### src/rtl/mux_arb_pkg.sv
// ---------------------------------------------------------------------------
// mux_arb_pkg
// Shared definitions for the 4:1 round-robin arbitrated multiplexer.
//   arb_state_t : arbiter FSM states (IDLE = no owner, GRANT = one owner)
//   NUM_REQ     : number of requesters sharing the channel
//   IDX_W       : width of a requester index
// ---------------------------------------------------------------------------
package mux_arb_pkg;

    typedef enum logic {
        IDLE  = 1'b0,
        GRANT = 1'b1
    } arb_state_t;

    localparam int NUM_REQ = 4;
    localparam int IDX_W   = 2;

endpackage

### src/rtl/mux_4_1_arbiter_mux.sv
// ---------------------------------------------------------------------------
// MUX_4_1
// Gated 4:1 single-bit multiplexer forming the arbiter datapath.
// Ports:
//   enable     : when low the output is forced to 0
//   select     : index of the data input routed to the output
//   data_0..3  : candidate data bits
//   data_out   : selected bit, or 0 when disabled
// ---------------------------------------------------------------------------
module MUX_4_1
    import mux_arb_pkg::*;
(
    input  logic             enable,
    input  logic [IDX_W-1:0] select,
    input  logic             data_0,
    input  logic             data_1,
    input  logic             data_2,
    input  logic             data_3,
    output logic             data_out
);

    // Pure combinational select; the disabled case yields 0 so an idle
    // channel never leaks a requester's data.
    always_comb begin
        data_out = 1'b0;
        if (enable) begin
            case (select)
                2'd0:    data_out = data_0;
                2'd1:    data_out = data_1;
                2'd2:    data_out = data_2;
                default: data_out = data_3;
            endcase
        end
    end

endmodule

### src/rtl/mux_4_1_arbiter.sv
// ---------------------------------------------------------------------------
// mux_4_1_arbiter
// Round-robin arbiter granting one of four requesters a shared single-bit
// channel, with a bounded hold time per grant.
// Parameters:
//   MAX_HOLD     : max consecutive cycles one owner keeps the grant (1..255)
// Ports:
//   Clock_In     : clock, rising edge
//   Reset_n_In   : synchronous active-low reset
//   Request_In   : request vector, bit i = requester i wants the channel
//   Data_0..3_In : per-requester data bits
//   Grant_Out    : registered one-hot grant, zero when idle
//   Select_Out   : registered index of the current owner
//   Enable_Out   : registered, high while a grant is active
//   MUX_Data_Out : data of the current owner, 0 when idle
//   Busy_Out     : registered copy of Enable_Out
// ---------------------------------------------------------------------------
module mux_4_1_arbiter
    import mux_arb_pkg::*;
#(
    parameter int MAX_HOLD = 8
) (
    input  logic               Clock_In,
    input  logic               Reset_n_In,
    input  logic [NUM_REQ-1:0] Request_In,
    input  logic               Data_0_In,
    input  logic               Data_1_In,
    input  logic               Data_2_In,
    input  logic               Data_3_In,
    output logic [NUM_REQ-1:0] Grant_Out,
    output logic [IDX_W-1:0]   Select_Out,
    output logic               Enable_Out,
    output logic               MUX_Data_Out,
    output logic               Busy_Out
);

    localparam logic [7:0] HOLD_LAST = 8'(MAX_HOLD - 1);

    arb_state_t       state;
    logic [7:0]       hold_cnt;
    logic [IDX_W-1:0] last_grant;

    logic [IDX_W-1:0] search_ptr;
    logic [IDX_W:0]   pick;
    logic             pick_found;
    logic [IDX_W-1:0] pick_idx;
    logic             release_evt;

    // Round-robin search starting just after ptr; the pointer itself is
    // visited last so a lone still-requesting owner can be regranted.
    // Returns {found, index}. Iterating from the farthest candidate down
    // lets the nearest requesting index overwrite the result.
    function automatic logic [IDX_W:0] rr_pick(input logic [NUM_REQ-1:0] req,
                                               input logic [IDX_W-1:0]   ptr);
        logic [IDX_W-1:0] idx;
        rr_pick = '0;
        for (int k = NUM_REQ; k >= 1; k--) begin
            idx = ptr + IDX_W'(k);
            if (req[idx]) rr_pick = {1'b1, idx};
        end
    endfunction

    // While granting, the search pointer is the current owner; an owner
    // that dropped its request is naturally skipped because its bit is low.
    always_comb begin
        search_ptr  = (state == GRANT) ? Select_Out : last_grant;
        pick        = rr_pick(Request_In, search_ptr);
        pick_found  = pick[IDX_W];
        pick_idx    = pick[IDX_W-1:0];
        release_evt = (state == GRANT) &&
                      (!Request_In[Select_Out] || (hold_cnt == HOLD_LAST));
    end

    // Arbiter FSM with all outputs registered. A release arbitrates in the
    // same cycle so the next owner follows without an idle bubble.
    always_ff @(posedge Clock_In) begin
        if (!Reset_n_In) begin
            state      <= IDLE;
            Grant_Out  <= '0;
            Select_Out <= '0;
            Enable_Out <= 1'b0;
            Busy_Out   <= 1'b0;
            hold_cnt   <= '0;
            last_grant <= IDX_W'(NUM_REQ - 1);
        end else begin
            case (state)
                IDLE: begin
                    if (pick_found) begin
                        state      <= GRANT;
                        Grant_Out  <= NUM_REQ'(1) << pick_idx;
                        Select_Out <= pick_idx;
                        Enable_Out <= 1'b1;
                        Busy_Out   <= 1'b1;
                        hold_cnt   <= '0;
                        last_grant <= pick_idx;
                    end
                end
                GRANT: begin
                    if (!release_evt) begin
                        hold_cnt <= hold_cnt + 8'd1;
                    end else if (pick_found) begin
                        Grant_Out  <= NUM_REQ'(1) << pick_idx;
                        Select_Out <= pick_idx;
                        Enable_Out <= 1'b1;
                        Busy_Out   <= 1'b1;
                        hold_cnt   <= '0;
                        last_grant <= pick_idx;
                    end else begin
                        state      <= IDLE;
                        Grant_Out  <= '0;
                        Select_Out <= '0;
                        Enable_Out <= 1'b0;
                        Busy_Out   <= 1'b0;
                        hold_cnt   <= '0;
                    end
                end
                default: state <= IDLE;
            endcase
        end
    end

    // Shared channel datapath driven by the registered grant.
    MUX_4_1 u_mux (
        .enable   (Enable_Out),
        .select   (Select_Out),
        .data_0   (Data_0_In),
        .data_1   (Data_1_In),
        .data_2   (Data_2_In),
        .data_3   (Data_3_In),
        .data_out (MUX_Data_Out)
    );

endmodule
### config.mk
export PLATFORM = sky130hd
export DESIGN_NAME = mux_4_1_arbiter
export DESIGN_NICKNAME = d
export VERILOG_FILES = /design/src/rtl/mux_arb_pkg.sv /design/src/rtl/mux_4_1_arbiter_mux.sv /design/src/rtl/mux_4_1_arbiter.sv
export SDC_FILE = /design/constraint.sdc
export NUM_CORES = 1
export LEC_CHECK = 0
export ABC_AREA = 0
export CAP_MARGIN = 20
export CORE_ASPECT_RATIO = 0.5
export CORE_MARGIN = 2
export CORE_UTILIZATION = 30
export DETAILED_ROUTE_END_ITERATION = 8
export PLACE_DENSITY = 0.51
export SYNTH_ARGS = -nofsm -noshare
export SYNTH_HDL_FRONTEND = slang
export SYNTH_SLANG_ARGS = --single-unit
### constraint.sdc
create_clock -name Clock_In -period 1.9 [get_ports Clock_In]
set_input_delay 0.38 -clock Clock_In [delete_from_list [all_inputs] [get_ports Clock_In]]
set_output_delay 0.38 -clock Clock_In [all_outputs]
set_load 0.01 [all_outputs]
After elaboration in Yosys (flattened, before gate mapping)
Cells that the tools add are included.

Output and inout bits: 9. Flip-flop bits (word level): 18. Bits of input ports: 10. Logic and storage cells: 64.

Add/subtract/negate cells: 4. Reductions and logical operators: 5. Mux-type cells: 37. Eq/ne operators: 5. $lt $le $gt $ge: 5. Bitwise operators: 1. Shifts and indexed selects: 1.

Operators with widths (count): 8-bit 2-to-1 mux (2); 8-bit case mux with 2 select lines (1); 2-bit by 3-bit less-than comparator with 1-bit output (second input constant) (5); 2-bit 2-to-1 mux (6); 3-bit 2-to-1 mux (4); 4-bit 2-to-1 mux (3); 1-bit binary-select mux with 2-bit select (5); 1-bit 2-to-1 mux (10); 8-bit by 1-bit adder with 8-bit output (second input constant) (1); 8-bit by 3-bit == test with 1-bit output (second input constant) (1); 2-bit case mux with 2 select lines (2); 4-bit case mux with 2 select lines (1); 2-bit adder (second input constant) (2); 1-bit case mux with 2 select lines (2); 1-bit by 2-bit left shift with 4-bit output (first input constant) (1); 1-bit case mux with 3 select lines (1); 2-bit by 1-bit adder with 2-bit output (second input constant) (1); 2-bit by 1-bit == test with 1-bit output (second input constant) (1); 2-bit == test (second input constant) (1); 2-bit logical NOT (1); 2-bit by 1-bit != test with 1-bit output (second input constant) (1); 2-bit != test (second input constant) (1); 2-bit AND reduction (1); 1-bit logical AND (1); 3 further kinds (3).

Logic depth before layout (Yosys ltp)
Gate-level depths: netlist (run 1).

Depth in word-level cells: 11. Depth in mapped cells: 7. Mapped depth without buffers: 6.

By module
A second synthesis (run 1) with hierarchy kept.

Cell total of the unflattened synthesis: 94. Area total of the unflattened synthesis: 953.4 um^2.

Modules (own cells, without submodules): mux_4_1_arbiter (seq. area each 360.3 um^2, area an instance 924.6 um^2, cells an instance 92, times used 1); MUX_4_1 (seq. area each 0.0 um^2, area an instance 28.8 um^2, cells an instance 2, times used 1).

Worst setup path before layout (run 1)
Ideal clock, no wire load.

Kind: reg2reg. Start: register hold_cnt[4]. End: register hold_cnt[7]. Stages on the path, launching flop included: 7. Buffers on the path: 1. Data required time: 1.778 ns. Clock period less this slack: 1.872 ns. Data arrival time: 1.751 ns. Path slack: 0.028 ns. Library setup time: 0.122 ns. Cell sequence: dfxtp_1 -> or3_1 -> or4_4 -> o2111a_1 -> buf_6 -> and2_4 -> o311a_1.

Cells in the longest elaborated chain, start to end: 5.

Ends and longest elaborated chain: start: declaration (RTL line mux_4_1_arbiter.sv:40) `logic [7:0] hold_cnt;`; start signal: assignment (RTL line mux_4_1_arbiter.sv:100) `hold_cnt <= hold_cnt + 8'd1;`; parallel branches: the longest is 3 deep, another holds 8-bit by 1-bit adder with 8-bit output; 8-bit 2-to-1 mux * (RTL line mux_4_1_arbiter.sv:99) `if (!release_evt) begin`; 8-bit case mux with 2 select lines * (RTL line mux_4_1_arbiter.sv:86) `case (state)`.

Mark *: on every way between the ends. A chain may end at the register's enable or synchronous reset.

Worst setup path in the final report (run 1)
Ends and elaborated chain as after synthesis.

==> results of run 1 <==
-- worst paths after layout --
path                   to  slack, ns  depth (start not counted)
max           hold_cnt[7]       0.03                          5
min          Grant_Out[2]       0.47                          1
max reg2reg   hold_cnt[7]       0.03                          5
min reg2reg  Grant_Out[2]       0.47                          1
-- placed cells by master, fill, tap and decap left out, drive strengths merged, types with 2 or more instances in the layout --
master	count
a21oi	4
dlymetal6s2s	2
clkdlybuf4s50	15
a22o	4
mux2	2
buf	25
and3b	3
nand2b	2
and3	5
o21ai	5
clkbuf	4
or4	2
nand2	6
mux2i	3
and2	5
dfxtp	18
nor2	6
o211ai	4
nand3	5
inv	4
a21o	2
-- per-layer routing --
layer | GRT usage, % | vias up
met2 | 24.8 | 16
met4 | 5.81 | 0
li1 | - | 465
met1 | 15.8 | 421
met3 | 4.57 | 3
met5 | 0 | -
-- sequential cells by signal (all words and copies together) (netlist names) --
register	flops
state	1
Busy_Out	1
last_grant	2
Select_Out	2
hold_cnt	8
Grant_Out	4
-- worst max-delay path, stage by stage (launching register included) --
cell	delay (ns)
dfxtp_1	0.32
or3_1	0.38
or4_4	0.45
o2111a_2	0.20
and2_4	0.15
o311a_1	0.27
-- area by class of cell --
type	instances	area share (%)
multi-input combinational	75	40.2
timing repair buffer	42	25.9
sequential	18	25.5
clock buffer	4	3.88
tap	40	3.53
inverter	4	1.06
-- through the flow --
stage / setup TNS [ns] / total power [mW] / instance area [um2]
2_1_floorplan: 0 / 0.614 / 950
3_3_place_gp: -2.44 / 0.776 / 1320
3_5_place_dp: -2.53 / 0.778 / 1320
4_1_cts: 0 / 1.10 / 1380
5_1_grt: -0.0165 / 1.17 / 1420
6_report: 0 / 1.11 / 1420
-- cell families (layout without fill, tap and decap cells) --
family / after synthesis / after routing / share of synthesized area (%)
adder cells (fa/ha/maj): 1 / 1 / 1.32
buffers and inverters: 9 / 50 / 4.87
multiplexers: 6 / 6 / 7.90
AO/OA/AOI/OAI: 29 / 29 / 24.0
AND/OR/NAND/NOR: 38 / 38 / 23.1
flip-flops: 18 / 18 / 37.9
XOR/XNOR: 1 / 1 / 0.922
-- power by group through the flow --
| stage | clock [mW] | combinational, mW | sequential, mW |
|---|---|---|---|
| 4_1_cts | 0.331 | 0.335 | 0.434 |
| 2_1_floorplan | 0 | 0.163 | 0.451 |
| 3_3_place_gp | 0 | 0.333 | 0.443 |
| 5_1_grt | 0.343 | 0.386 | 0.442 |
| 6_report | 0.318 | 0.352 | 0.435 |
| 3_5_place_dp | 0 | 0.335 | 0.443 |
-- repair_timing --
action                                 CTS  global route
pin swaps                                1             2
buffers inserted                         0             1
gates resized for setup                  6            10
cloned                                   0             0
endpoints found under the hold margin    0             0
setup endpoints to repair                6            10
==> impl_metrics.toml, run 1 <==
[power_and_ir_drop]
power_switching_mw = 0.307
pwr-share-seq_pct = 39.4
power.leakage_nw = 0.631
peakVddDrop_mv = 0.326
p_clk_share_pct = 28.8
powerDensity_nw_per_um2 = 780
netSwitchingFraction_pct = 27.8
internal_power_mw = 0.798
comb_power_share_pct = 31.9

[global_routing]
track_usage_pct = 13.9
grt_antenna_before_repair = 0
grt_pass1_wl_mm = 3.97
grt_max_degree = 11
grt_pass1_vias = 902
overflow = 0

[detailed_routing]
wl_mm = 2.28
drcViolationCount = 0
drt_iter0_drc = 51
first_pass_iters = 4
viasPerCell = 4.95
wl_per_cell_um = 12.5
wl_met2_mm = 1.07
via_count = 905
wl_met3_um = 106
top_layer_used = "met4"
ant_nets = 0
met1_length_mm = 1.09

[cells_and_area]
final_core_utilization_pct = 47.1
regArea_um2 = 362
nets = 155
fin_cells = 183
drive_gt1_share_pct = 31.5
multi_input_area_um2 = 569
area_delta_synth_final_pct = 49.3
diodes = 0
n_fill_cell = 289

[floorplan]
pin_count = 19
die-area_um2 = 3660
start_util_pct = 31.5
die_h_um = 43.8
core-area_um2 = 3010
fp-row-count = 14
fp.dieW_um = 83.6

[critical_path]
cp_max_fo = 7
arrival_ns = 2.02
required_ns = 2.05
r2r_start = "hold_cnt[4]"
worstSetupStartpoint = "hold_cnt[4]"
critPathLaunchType = "register"
critPathKind = "register to register"
end_kind = "register"

[sta]
rsz0062_at_grt = "true"
tightest_slew_ns = 0.354
max_freq_mhz = 535
finalCritPeriodShare_pct = 98.3
clock_skew_ns = 0.00256
setup_ws_ns = 0.0315
slew_viol_final = 0
hold_violations = 0
period_needed_ns = 1.87
slew_headroom_pct = 75.7
finalHoldWorstSlack_ns = 0.473
setup_viol = 0

[yosys]
synth_fp_nets = 113
synth_edf_count = 0
synth_cell_type_count = 43
netlist_area_um2 = 950
synth_top_area_share_pct = 37.9
synth_flop_cell = "dfxtp_1"
synthTopCellsByArea = "dfxtp_1, a22o_1, mux2i_1, o211ai_1, and3b_1"
avgSynthCellArea_um2 = 9.31
async_flop_share_pct = 0
synth-seq-cells = 18
syn_inst = 102
synth_common_cells = "dfxtp_1, nand2_1, nor2_1"
yosysMostFrequentCell = "dfxtp_1"
synth.largest_area_cell = "dfxtp_1"
ys_warn_count = 0
yosysSeqAreaShare_pct = 37.9

[clocking]
clock_path_buffers = 2
cts_root_buffer = "clkbuf_8"
cts_sinks = 18
clk-insertion-delay-late_ns = 0.26
cts-buffers-inserted = 3
cts_tree = "yes"
hold_buffers = 0
cts_max_level = 1
clk_pin_slew_ns = 0.07

[hold_path]
hold_path_class = "register to register"
min_from = "Grant_Out[2]"

[placement]
place_inst = 178
globalplace.congestion = 0.772
hpwlAfterDp_mm = 1.75
place_ws_ns = -0.356
port-buffer-count = 18

[flow_run]
drv_cap = 0

[run_status]
status = "completed"
(Power assumes the default switching activity.)
==> run 2: changes to the inputs <==
Settings changed: PLACE_DENSITY 0.51 to not set.
==> run 2 against run 1 <==
Sequential share of layout area barely moved. First-iteration DRC count fell by 49%. Power fell by 0.61%. Global-route usage fell by 0.42 points. Worst hold slack got worse by 0.0026 ns. Fmax rose by 2.3%. Critical endpoint is now hold_cnt[6]. Largest cell class unchanged.
==> impl_metrics.toml, run 2 (synthesis gave the netlist of run 1 again) <==
[detailed_routing]
viasPerCell = 4.68
wl_per_cell_um = 11.7
via_count = 862
drcViolationCount = 0
ant_nets = 0
first_pass_iters = 4
drt_iter0_drc = 26
wl_mm = 2.15

[sta]
hold_violations = 0
period_needed_ns = 1.83
tightest_slew_ns = 0.362
rsz0062_at_grt = "false"
finalCritPeriodShare_pct = 96.1
setup_viol = 0
clock_skew_ns = 0.00756
slew_headroom_pct = 75.2
max_freq_mhz = 548
slew_viol_final = 0

[flow_run]
drv_cap = 0

[global_routing]
overflow = 0
grt_pass1_vias = 843
grt_pass1_wl_mm = 3.91
track_usage_pct = 13.5
grt_antenna_before_repair = 0
grt_max_degree = 11

[power_and_ir_drop]
p_clk_share_pct = 29.0
p_total_mw = 1.10
power_switching_mw = 0.304
pwr-share-seq_pct = 39.5
netSwitchingFraction_pct = 27.7
powerDensity_nw_per_um2 = 778
comb_power_share_pct = 31.5
power.leakage_nw = 0.651
internal_power_mw = 0.794
peakVddDrop_mv = 0.309

[floorplan]
die_h_um = 43.8
pin_count = 19
fp-row-count = 14
start_util_pct = 31.5
core-area_um2 = 3010
fp.dieW_um = 83.6
die-area_um2 = 3660

[cells_and_area]
drive_gt1_share_pct = 30.6
fin_cells = 184
nets = 156
fin_area_um2 = 1410
diodes = 0
regMostFlops = "hold_cnt"
mostFrequentLayoutCells = "buf_4, dfxtp_1, clkdlybuf4s50_1"
n_fill_cell = 288
reg_top3 = "hold_cnt (8), Grant_Out (4)"
largest_reg_flops = 8
final_common_cell = "buf_4"
area_delta_synth_final_pct = 48.6

[placement]
hpwlAfterDp_mm = 1.66
place_inst = 180
globalplace.congestion = 0.771
post_dp_cell_area_um2 = 1340
port-buffer-count = 18

[clocking]
clock_path_buffers = 2
clk-insertion-delay-late_ns = 0.26
cts-buffers-inserted = 3
cts_max_level = 1
cts_setup_buffers = 0
cts_root_buffer = "clkbuf_8"
hold_buffers = 0
clk_pin_slew_ns = 0.08
cts_tree = "yes"
cts_sinks = 18

[critical_path]
end_kind = "register"
required_ns = 2.05
arrival_ns = 1.97
ff2ff_setup_slack_ns = 0.07
critPathKind = "register to register"
critPathLaunchType = "register"
cp_max_fo = 4

[hold_path]
hold_path_class = "register to register"

[run_status]
status = "completed"
run 2: cell types whose count changed in the layout (fill, tap and decap cells not counted), moves of 2 or more:
cell,change
clkdlybuf4s50_1,-2
dlymetal6s2s_1,+2
o21ai_0,+2
o21ai_1,-3
run 2: timing repair:
item,4_1_cts,5_1_grt
endpoints found under the setup margin,2,9
pin swaps,1,2
gates cloned,0,0
gates resized for setup,5,8
run 2: cell type report:
class / count / area (um2) / area share, %
inverters: 4 / 15.0 / 1.06
repair buffers: 43 / 377 / 26.7
flip-flops and latches: 18 / 360 / 25.5
multi-input cells: 75 / 554 / 39.3
well taps: 40 / 50.0 / 3.55
clock buffers: 4 / 55.1 / 3.90
run 2: power groups by stage:
stage                     clock (mW)  sequential, mW  combinational [mW]
after detailed placement           0           0.443               0.344
after global placement             0           0.442               0.341
final                          0.319           0.434               0.346
after CTS                      0.326           0.435               0.342
after global routing           0.344           0.440               0.379
after floorplan                    0           0.451               0.163
run 2: final timing paths:
path                       end  cells after the start          from
hold / removal    Grant_Out[2]                      1  Grant_Out[2]
hold reg to reg   Grant_Out[2]                      1  Grant_Out[2]
setup reg to reg   hold_cnt[6]                      6   hold_cnt[4]
setup / recovery   hold_cnt[6]                      6   hold_cnt[4]
run 2: metrics by stage:
stage               hold WS, ns  utilization, %  worst slack (ns)  TNS [ns]
global route              0.509            46.8           0.00450         0
finish                    0.471            46.8            0.0740         0
floorplan                 0.477               -            0.0275         0
detailed placement        0.446            44.4            -0.341     -1.87
CTS                       0.472            46.1           0.00865         0
global placement          0.452            44.4            -0.331     -1.78
run 2: critical path, stage by stage (launching register included):
cell and delay (ns):
dfxtp_1 0.31, or3_1 0.37, or4_4 0.43, o2111ai_2 0.13, buf_4 0.17, nor2_1 0.04, o221a_2 0.25
run 2: routing by layer:
metal | vias up | share of wire, % | GRT usage [%]
li1 | 465 | - | -
met1 | 380 | 52 | 16.8
met2 | 17 | 44 | 22.9
met3 | 0 | 4.1 | 4.38
met4 | 0 | 0 | 3.87
met5 | - | 0 | 0
==> run 3: changes to the inputs <==
Settings changed: SETUP_SLACK_MARGIN set to 0.1.
==> run 3 against run 2 <==
Non-clock buffer count did not move. First-iteration DRC count rose by 65%. Flip-flop and latch count did not move. Die area did not move. Clock-buffer cell count did not move. Final area fell by 0.35%. Clock skew barely moved. Largest cell class unchanged. Highest routed layer is now met4.
==> impl_metrics.toml, run 3 (synthesis gave the netlist of run 1 again) <==
[run_status]
status = "completed"

[floorplan]
die_h_um = 43.8
die-area_um2 = 3660
start_util_pct = 31.5
fp-row-count = 14
core-area_um2 = 3010
pin_count = 19
fp.dieW_um = 83.6

[detailed_routing]
viasPerCell = 4.78
wl_per_cell_um = 11.4
via_count = 879
drcViolationCount = 0
first_pass_iters = 4
ant_nets = 0
drt_iter0_drc = 43
wl_mm = 2.10

[cells_and_area]
fin_area_um2 = 1410
n_fill_cell = 297
diodes = 0
final_common_cell = "buf_4"
largest_reg_flops = 8
nets = 156
reg_top3 = "hold_cnt (8), Grant_Out (4)"
mostFrequentLayoutCells = "buf_4, dfxtp_1, clkdlybuf4s50_1"
regMostFlops = "hold_cnt"
drive_gt1_share_pct = 32.6
final_core_utilization_pct = 46.7
area_delta_synth_final_pct = 48.1

[clocking]
cts_sinks = 18
cts_max_level = 1
clock_path_buffers = 2
cts_root_buffer = "clkbuf_8"
clk_pin_slew_ns = 0.07
clk-insertion-delay-late_ns = 0.26
cts_tree = "yes"
cts-buffers-inserted = 3
cts_setup_buffers = 0
hold_buffers = 0

[global_routing]
grt_max_degree = 11
overflow = 0
track_usage_pct = 12.7
grt_pass1_wl_mm = 3.68
grt_antenna_before_repair = 0
grt_pass1_vias = 851

[sta]
setup_tns_ns = 0
hold_violations = 0
tightest_slew_ns = 0.359
finalCritPeriodShare_pct = 96.0
slew_viol_final = 0
rsz0062_at_grt = "true"
slew_headroom_pct = 75.4
clock_skew_ns = 0.00722
period_needed_ns = 1.82
finalHoldWorstSlack_ns = 0.470
setup_viol = 0
max_freq_mhz = 548

[critical_path]
required_ns = 2.05
rr_endpoint = "hold_cnt[6]"
reg2reg_depth = 6
ff2ff_setup_slack_ns = 0.08
critPathLaunchType = "register"
arrival_ns = 1.97
cp_max_fo = 4
end_kind = "register"
critPathKind = "register to register"
r2r_start = "hold_cnt[5]"

[hold_path]
hold_end = "Grant_Out[2]"
hold_path_class = "register to register"
min_from = "Grant_Out[2]"
hold_depth = 1

[flow_run]
drv_cap = 0

[placement]
port-buffer-count = 18
hpwlAfterDp_mm = 1.64
globalplace.congestion = 0.770
post_dp_cell_area_um2 = 1340

[power_and_ir_drop]
peakVddDrop_mv = 0.348
powerDensity_nw_per_um2 = 784
power.leakage_nw = 0.623
-- run 3: cell count changes in the layout (fill, tap and decap cells not counted), sizes merged --
cell          previous run  this run
dlymetal6s2s             4         0
dlygate4sd2              0         4
-- run 3: power breakdown --
part | internal, mW | leakage (nW) | total, mW | switching (mW)
sequential | 0.413 | 0.148 | 0.435 | 0.0224
combinational | 0.201 | 0.446 | 0.347 | 0.146
clock | 0.184 | 0.0288 | 0.320 | 0.136
total | 0.799 | 0.623 | 1.10 | 0.304
-- run 3: worst max path at each step --
stage,cells after the start,from,to,slack (ns)
finish,6,hold_cnt[5],hold_cnt[6],0.08
global route,6,hold_cnt[5],hold_cnt[6],0.03
CTS,6,hold_cnt[5],hold_cnt[2],0.07
detailed placement,4,Data_3_In,MUX_Data_Out,-0.34
global placement,4,Data_3_In,MUX_Data_Out,-0.33
floorplan,6,hold_cnt[4],hold_cnt[7],0.03
-- run 3: metrics by stage --
stage / std cells / setup WS (ns) / power, mW
after global placement: 180 / -0.331 / 0.783
after CTS: 184 / 0.0671 / 1.11
final: 184 / 0.0758 / 1.10
after global routing: 184 / 0.0281 / 1.17
after detailed placement: 180 / -0.341 / 0.785
after floorplan: 102 / 0.0304 / 0.614
-- run 3: area by class of cell --
type / count / area (um2) / share of cell area, %
well taps: 40 / 50.0 / 3.56
inverters: 4 / 15.0 / 1.07
repair buffers: 43 / 365 / 26.0
flip-flops and latches: 18 / 363 / 25.8
clock buffers: 4 / 55.1 / 3.91
multi-input cells: 75 / 558 / 39.7
-- run 3: routing by layer --
layer	vias to the layer above	part of all wire (%)	GRT usage, %	routed length [um]
met4	0	0.91	5.81	19
met2	15	45	22.2	955
li1	464	-	-	-
met3	3	4.4	3.81	93
met1	397	49	14.8	1030
met5	-	0	0	0
-- run 3: worst max-delay path, cell delays in order (launching register included) --
cell and delay (ns):
dfxtp_1 0.31, or3_1 0.37, or4_4 0.43, o2111ai_2 0.13, buf_4 0.18, nor2_1 0.04, o221a_2 0.25
-- run 3: repair_timing --
action / CTS / global route
pin swaps: 3 / 1
setup endpoints to repair: 14 / 16
resized for setup: 13 / 5
